===== config.mk =====
export PLATFORM = sky130hd
export DESIGN_NAME = uart_boot_loader
export DESIGN_NICKNAME = d
export VERILOG_FILES = /design/src/rtl/boot_pkg.sv /design/src/rtl/uart_rx_byte.sv /design/src/rtl/uart_boot_loader.sv
export SDC_FILE = /design/constraint.sdc
export NUM_CORES = 1
export LEC_CHECK = 0
export BUFFER_PORTS_ARGS = -buffer_cell sky130_fd_sc_hd__buf_2
export CORE_AREA = 2 2 139 141
export CTS_BUF_LIST = sky130_fd_sc_hd__clkbuf_2
export DETAILED_ROUTE_END_ITERATION = 8
export DIE_AREA = 0 0 141 143
export SLEW_MARGIN = 15
export SYNTH_ARGS = -nofsm -noshare
export SYNTH_HDL_FRONTEND = slang
export SYNTH_SLANG_ARGS = --single-unit

===== constraint.sdc =====
create_clock -name i_clk -period 3.46 [get_ports i_clk]
set_input_delay 0.519 -clock i_clk [delete_from_list [all_inputs] [get_ports i_clk]]
set_output_delay 0.519 -clock i_clk [all_outputs]
set_load 0.01 [all_outputs]

===== src/rtl/boot_pkg.sv =====
// boot_pkg: shared sync byte and loader state encoding
package boot_pkg;
    localparam logic [7:0] SYNC_BYTE = 8'hA5;
    typedef enum logic [2:0] {S_IDLE, S_COUNT, S_DATA, S_CHECK, S_DONE, S_ERR} boot_state_t;
endpackage


===== src/rtl/uart_rx_byte.sv =====
// uart_rx_byte: 8N1 byte receiver with input synchronizer and stop-bit framing check
module uart_rx_byte #(
    parameter int CLKS_PER_BIT = 434
) (
    input  logic       clk_i,
    input  logic       rst_i,
    input  logic       rx_i,
    output logic       byte_valid_o,
    output logic [7:0] byte_data_o,
    output logic       frame_err_o
);
    localparam int CW = $clog2(CLKS_PER_BIT);
    localparam logic [CW-1:0] FULL = CW'(CLKS_PER_BIT - 1);
    localparam logic [CW-1:0] HALF = CW'(CLKS_PER_BIT / 2 - 1);
    localparam logic [1:0] R_IDLE = 2'd0, R_START = 2'd1, R_DATA = 2'd2, R_STOP = 2'd3;
    logic [1:0]    sync_q, state_q, state_d;
    logic          armed_q, armed_d, valid_q, valid_d, ferr_q, ferr_d, rx_s;
    logic [CW-1:0] cnt_q, cnt_d;
    logic [2:0]    bit_q, bit_d;
    logic [7:0]    data_q, data_d;
    assign rx_s = sync_q[1];
    // armed_q doubles as the previous idle-line sample, so a start needs a high-to-low edge
    always_comb begin
        state_d = state_q;
        armed_d = armed_q;
        cnt_d   = cnt_q + 1'b1;
        bit_d   = bit_q;
        data_d  = data_q;
        valid_d = 1'b0;
        ferr_d  = 1'b0;
        case (state_q)
            R_IDLE: begin
                armed_d = rx_s;
                cnt_d   = '0;
                if (armed_q && !rx_s) state_d = R_START;
            end
            R_START: if (cnt_q == HALF) begin
                cnt_d   = '0;
                bit_d   = '0;
                state_d = rx_s ? R_IDLE : R_DATA;
            end
            R_DATA: if (cnt_q == FULL) begin
                cnt_d  = '0;
                data_d = {rx_s, data_q[7:1]};
                bit_d  = bit_q + 1'b1;
                if (bit_q == 3'd7) state_d = R_STOP;
            end
            default: if (cnt_q == FULL) begin
                state_d = R_IDLE;
                armed_d = rx_s;
                valid_d = rx_s;
                ferr_d  = !rx_s;
            end
        endcase
    end
    always_ff @(posedge clk_i or posedge rst_i) begin
        if (rst_i) begin
            sync_q  <= 2'b00;
            state_q <= R_IDLE;
            armed_q <= 1'b0;
            cnt_q   <= '0;
            bit_q   <= '0;
            data_q  <= '0;
            valid_q <= 1'b0;
            ferr_q  <= 1'b0;
        end else begin
            sync_q  <= {sync_q[0], rx_i};
            state_q <= state_d;
            armed_q <= armed_d;
            cnt_q   <= cnt_d;
            bit_q   <= bit_d;
            data_q  <= data_d;
            valid_q <= valid_d;
            ferr_q  <= ferr_d;
        end
    end
    assign byte_valid_o = valid_q;
    assign byte_data_o  = data_q;
    assign frame_err_o  = ferr_q;
endmodule


===== src/rtl/uart_boot_loader.sv =====
// uart_boot_loader: loads a checksummed program image from UART into instruction memory,
// holding the core in reset until the image is complete and verified
module uart_boot_loader
    import boot_pkg::*;
#(
    parameter int CLKS_PER_BIT = 434,
    parameter int ADDR_WIDTH   = 6
) (
    input  logic                  i_clk,
    input  logic                  i_rst,
    input  logic                  i_rx,
    output logic                  o_we,
    output logic [ADDR_WIDTH-1:0] o_addr,
    output logic [31:0]           o_wdata,
    output logic                  o_core_rst_n,
    output logic                  o_done,
    output logic                  o_error
);
    localparam int CW = ADDR_WIDTH + 1;
    localparam logic [31:0] DEPTH = 32'd1 << ADDR_WIDTH;
    boot_state_t           state_q, state_d;
    logic [CW-1:0]         n_q, n_d, words_q, words_d;
    logic [1:0]            bidx_q, bidx_d;
    logic [23:0]           asm_q, asm_d;
    logic [7:0]            sum_q, sum_d, rx_data;
    logic                  we_q, we_d, done_q, done_d, err_q, err_d, core_q, rx_valid, rx_ferr, n_ok;
    logic [ADDR_WIDTH-1:0] addr_q, addr_d;
    logic [31:0]           wdata_q, wdata_d;
    logic [8:0]            n_ext;
    uart_rx_byte #(.CLKS_PER_BIT(CLKS_PER_BIT)) u_rx (
        .clk_i       (i_clk),
        .rst_i       (i_rst),
        .rx_i        (i_rx),
        .byte_valid_o(rx_valid),
        .byte_data_o (rx_data),
        .frame_err_o (rx_ferr)
    );
    // a count byte of zero stands for 256 words, legal only when the memory is that deep
    assign n_ext = (rx_data == 8'd0) ? 9'd256 : {1'b0, rx_data};
    assign n_ok  = {23'd0, n_ext} <= DEPTH;
    always_comb begin
        state_d = state_q;
        n_d     = n_q;
        words_d = words_q;
        bidx_d  = bidx_q;
        asm_d   = asm_q;
        sum_d   = sum_q;
        we_d    = 1'b0;
        addr_d  = addr_q;
        wdata_d = wdata_q;
        done_d  = done_q;
        err_d   = err_q;
        if (rx_ferr && state_q inside {S_COUNT, S_DATA, S_CHECK}) begin
            state_d = S_ERR;
            err_d   = 1'b1;
        end else if (rx_valid) begin
            case (state_q)
                S_IDLE, S_ERR: if (rx_data == SYNC_BYTE) begin
                    state_d = S_COUNT;
                    err_d   = 1'b0;
                end
                S_COUNT: begin
                    state_d = n_ok ? S_DATA : S_ERR;
                    err_d   = !n_ok;
                    n_d     = CW'(n_ext);
                    words_d = '0;
                    bidx_d  = '0;
                    sum_d   = '0;
                end
                S_DATA: begin
                    sum_d  = sum_q + rx_data;
                    asm_d  = {asm_q[15:0], rx_data};
                    bidx_d = bidx_q + 1'b1;
                    if (bidx_q == 2'd3) begin
                        we_d    = 1'b1;
                        addr_d  = words_q[ADDR_WIDTH-1:0];
                        wdata_d = {asm_q, rx_data};
                        words_d = words_q + 1'b1;
                        if (words_d == n_q) state_d = S_CHECK;
                    end
                end
                S_CHECK: begin
                    state_d = (rx_data == sum_q) ? S_DONE : S_ERR;
                    done_d  = rx_data == sum_q;
                    err_d   = rx_data != sum_q;
                end
                default: ;
            endcase
        end
    end
    always_ff @(posedge i_clk or posedge i_rst) begin
        if (i_rst) begin
            state_q <= S_IDLE;
            n_q     <= '0;
            words_q <= '0;
            bidx_q  <= '0;
            asm_q   <= '0;
            sum_q   <= '0;
            we_q    <= 1'b0;
            addr_q  <= '0;
            wdata_q <= '0;
            done_q  <= 1'b0;
            err_q   <= 1'b0;
            core_q  <= 1'b0;
        end else begin
            state_q <= state_d;
            n_q     <= n_d;
            words_q <= words_d;
            bidx_q  <= bidx_d;
            asm_q   <= asm_d;
            sum_q   <= sum_d;
            we_q    <= we_d;
            addr_q  <= addr_d;
            wdata_q <= wdata_d;
            done_q  <= done_d;
            err_q   <= err_d;
            core_q  <= done_q;
        end
    end
    assign o_we         = we_q;
    assign o_addr       = addr_q;
    assign o_wdata      = wdata_q;
    assign o_done       = done_q;
    assign o_error      = err_q;
    assign o_core_rst_n = core_q;
endmodule


==> results by group <==
Status
  • Outcome: completed

Logic synthesis
  • Synth Instances: about 570
  • Post-synthesis async set-or-reset flop share: 100.0%
  • Most frequent cells after synthesis: nand2_1, dfrtp_1, o21ai_0
  • Post-synth EDFFs: 0
  • Synth Flop Type: dfrtp_1
  • Post-synth top area cell: dfrtp_1
  • Synth Area in Simple Gates: between 20% and 30%
  • Post-Synth Adder-Cell Area: under 10%
  • Top post-synthesis cells by area: dfrtp_1, nand2_1, ha_1
  • Syn. warnings: 0
  • Mapped Nets: 590
  • Synth top area share: 54.92%
  • Register area share after synthesis: between 50% and 60%
  • Synth Area in XOR/XNOR: 4.005%
  • Compound-cell area share of the yosys netlist: between 7 and 8%
  • Most numerous cell in the Yosys netlist: nand2_1
  • Distinct cell type count after synthesis: 53
  • Number of synthesized register bits: 120
  • Multiplexer area fraction after synthesis: under 10%
  • Avg Inst Size Synth: ~9.6 um2
  • Largest family of logic cells by synthesized area: simple AND/OR/NAND/NOR gates
  • Cell Area, Synth: ~5500 um2

Worst setup path
  • Gate family responsible for the most delay along the worst path: compound AO/OA/AOI/OAI gates
  • Worst stage delay on the critical path: ~0.5 ns
  • CP max stage cell: dfrtp_1
  • Worst Path Class, Setup: register to register
  • Cell repeated most along the worst path: a21oi_1
  • Startpoint types: register
  • CP Data Required Time: between 3 and 4 ns
  • Crit end category: register
  • CP Cell Sequence: ha_1 -> fa_1 -> a21o_1 -> a21oi_1 -> o21bai_1 -> a21oi_1 -> xor2_1 -> o21ai_0
  • Buffers plus inverters on the worst setup path: 0
  • Critical path fanouts, max: 7
  • Crit path arrival time: about 2.8 ns

Clock network
  • Clock Pin Slew Worst Setup and Hold Paths: roughly 0.17 ns
  • Setup Fix Bufs, Post-CTS: 0
  • CTS tree: built
  • # H-tree levels: 4
  • Worst-Skew Late Latency: slightly below 0.7 ns
  • Longest Clk Path Bufs: 2
  • Clk sinks: 120
  • Clock Tree Root: clkbuf_2
  • Clock buffer count from CTS: 17

Floorplan
  • CORE AREA: about 19000 um2
  • # rows: 50
  • Die width: between 100 and 150 um
  • Initial Util: between 20% and 30%
  • Top Ports: 45
  • Die Area: a little over 20000 um2
  • DIE HEIGHT: 143 um

Placed design
  • HPWL after DPL: ~7300 um
  • Pre-CTS setup slack: about 1.3 ns
  • RD Place Congestion: 0.7804
  • I/O Buffers: 44

Power and ir drop
  • Worst VDD drop: ~290 uV
  • Pwr/cell area: 457.0 nW/um2
  • Leak: between 3 and 4 nW

Drt
  • Post-Route WL: between 10000 and 15000 um
  • Via/cell ratio: around 4.5
  • Initial DRC Count: 230
  • Wirelength per Cell: around 13 um
  • First drt pass iteration count: 4
  • Total number of vias: roughly 3900
  • ANT nets after route: 0
  • # DRC: 0

Final layout
  • Share of cells above drive strength 1: between 15 and 20%
  • Synth-to-layout area growth: 13.55%
  • Ant diodes: 0
  • Final nets: approximately 640

STA
  • Slew margin rel.: around a third
  • Clock skew: about 0.044 ns
  • Crit share post-route: roughly 65%
  • Worst setup margin: ~1.2 ns
  • Min cycle time layout: approximately 2.3 ns
  • Final Hold Vio Count: 0
  • Final setup viols: 0
  • Least-Margin Pin Slew: around 1.0 ns
  • Max frequency: between 400 and 500 MHz
  • Slew Limit Fails: 0
  • Worst hold slack: ~0.38 ns
  • RSZ-0062 raised after global routing: false
  • TNS Setup: 0 ns

Worst hold path
  • HP Class: register to register

Run
  • Max Cap Viol: 0

Global routing
  • First-pass GRT wire length: between 15000 and 20000 um
  • Grt ovf: 0
  • Global Route Usage Sum: between 10% and 20%
  • Initial antenna violation count: 0
  • Largest net degree at the start of global routing: 75
  • Vias in the first global route: between 3000 and 4000
## logic make-up (layout without fill, tap and decap cells)
| group | count (synthesis) | count (layout) |
|---|---|---|
| and+or+nand+nor | 288 | 288 |
| xor gates and xnor gates | 25 | 25 |
| adders and majority gates | 19 | 19 |
| DFF | 120 | 120 |
| AOI/OAI and AO/OA | 61 | 61 |
| muxes | 18 | 18 |
| buffers and inverters | 37 | 98 |
## repair_timing
item	CTS	global route
hold buffers	2	0
resized for setup	0	0
endpoints found under the hold margin	29	0
## state kept, by name, indices dropped and copies added, names as in the netlist
signal,cells
asm_q,24
bidx_q,2
n_q,7
o_addr,6
o_core_rst_n,1
o_done,1
o_error,1
o_wdata,32
o_we,1
state_q,3
sum_q,8
u_rx.armed_q,1
u_rx.bit_q,3
u_rx.byte_data_o,8
u_rx.byte_valid_o,1
u_rx.cnt_q,9
u_rx.frame_err_o,1
u_rx.state_q,2
u_rx.sync_q,2
words_q,7
## cell usage in the layout (no fill, tap or decap), types with 3 or more instances in the layout
| cell type | count |
|---|---|
| ha_1 | 18 |
| clkbuf_2 | 20 |
| o21ai_0 | 23 |
| buf_2 | 44 |
| dfrtp_1 | 120 |
| and2_1 | 3 |
| o31ai_1 | 3 |
| nor2_1 | 20 |
| buf_4 | 4 |
| a22o_1 | 3 |
| xnor2_1 | 11 |
| clkinvlp_4 | 3 |
| and3_1 | 6 |
| nand2_1 | 216 |
| a21oi_1 | 9 |
| nor3_1 | 5 |
| mux2_2 | 17 |
| nor4_1 | 3 |
| nand4_1 | 4 |
| xor2_1 | 14 |
| inv_1 | 13 |
| nand3_1 | 14 |
| bufinv_16 | 4 |
| nor2b_1 | 4 |
## metal layers
layer  part of all wire (%)  global-route usage [%]  wire (um)
met1                     49                   15.83       5474
met2                     47                   18.59       5251
met3                    3.5                   3.588        389
met4                    1.3                   3.789        147
met5                      0                       0          0
## per-stage QoR
step                power (mW)  util [%]  std cells  cell area [um2]
finish                   2.837     33.41        863             6208
global route             3.001     33.41        863             6208
CTS                      2.888     33.41        863             6208
detailed placement       1.841     31.82        829             5913
global placement         1.831     31.82        829             5913
floorplan                1.769         -        568             5472
## path summary, 6_finish.rpt
| check | start | end | slack, ns | cells after the start |
|---|---|---|---|---|
| worst max-delay path | u_rx.byte_data_o[0] | sum_q[6] | 1.19 | 8 |
| min in group asynchronous | i_rst | u_rx.sync_q[0] | 0.48 | 3 |
| worst min register to register | u_rx.sync_q[0] | u_rx.sync_q[1] | 0.38 | 0 |
| worst min-delay path | u_rx.sync_q[0] | u_rx.sync_q[1] | 0.38 | 0 |
| worst max register to register | u_rx.byte_data_o[0] | sum_q[6] | 1.19 | 8 |
| max in group asynchronous | i_rst | o_wdata[9] | 2.16 | 4 |
## power breakdown
group          switching (mW)  internal (mW)  total (mW)
logic                   0.186          0.130       0.317
clock network           0.540          0.483        1.02
registers              0.0478           1.45        1.50
total                   0.774           2.06        2.84
## final cells by class
type,count,area (um2)
multi-input cells,411,2287
flip-flops and latches,120,3003
well taps,234,292.8
repair buffers,51,290.3
clock buffers,20,100.1
fillers,1917,12370
inverters,15,60.06
clock inverters,12,175.2
## worst register-to-register path, cell delays in order (launching register included)
cell and delay, ns:
dfrtp_1 0.50, ha_1 0.25, fa_1 0.41, a21o_1 0.17, a21oi_1 0.23, o21bai_1 0.12, a21oi_1 0.21, xor2_1 0.16
o21ai_0 0.09
(Power assumes the default switching activity.)
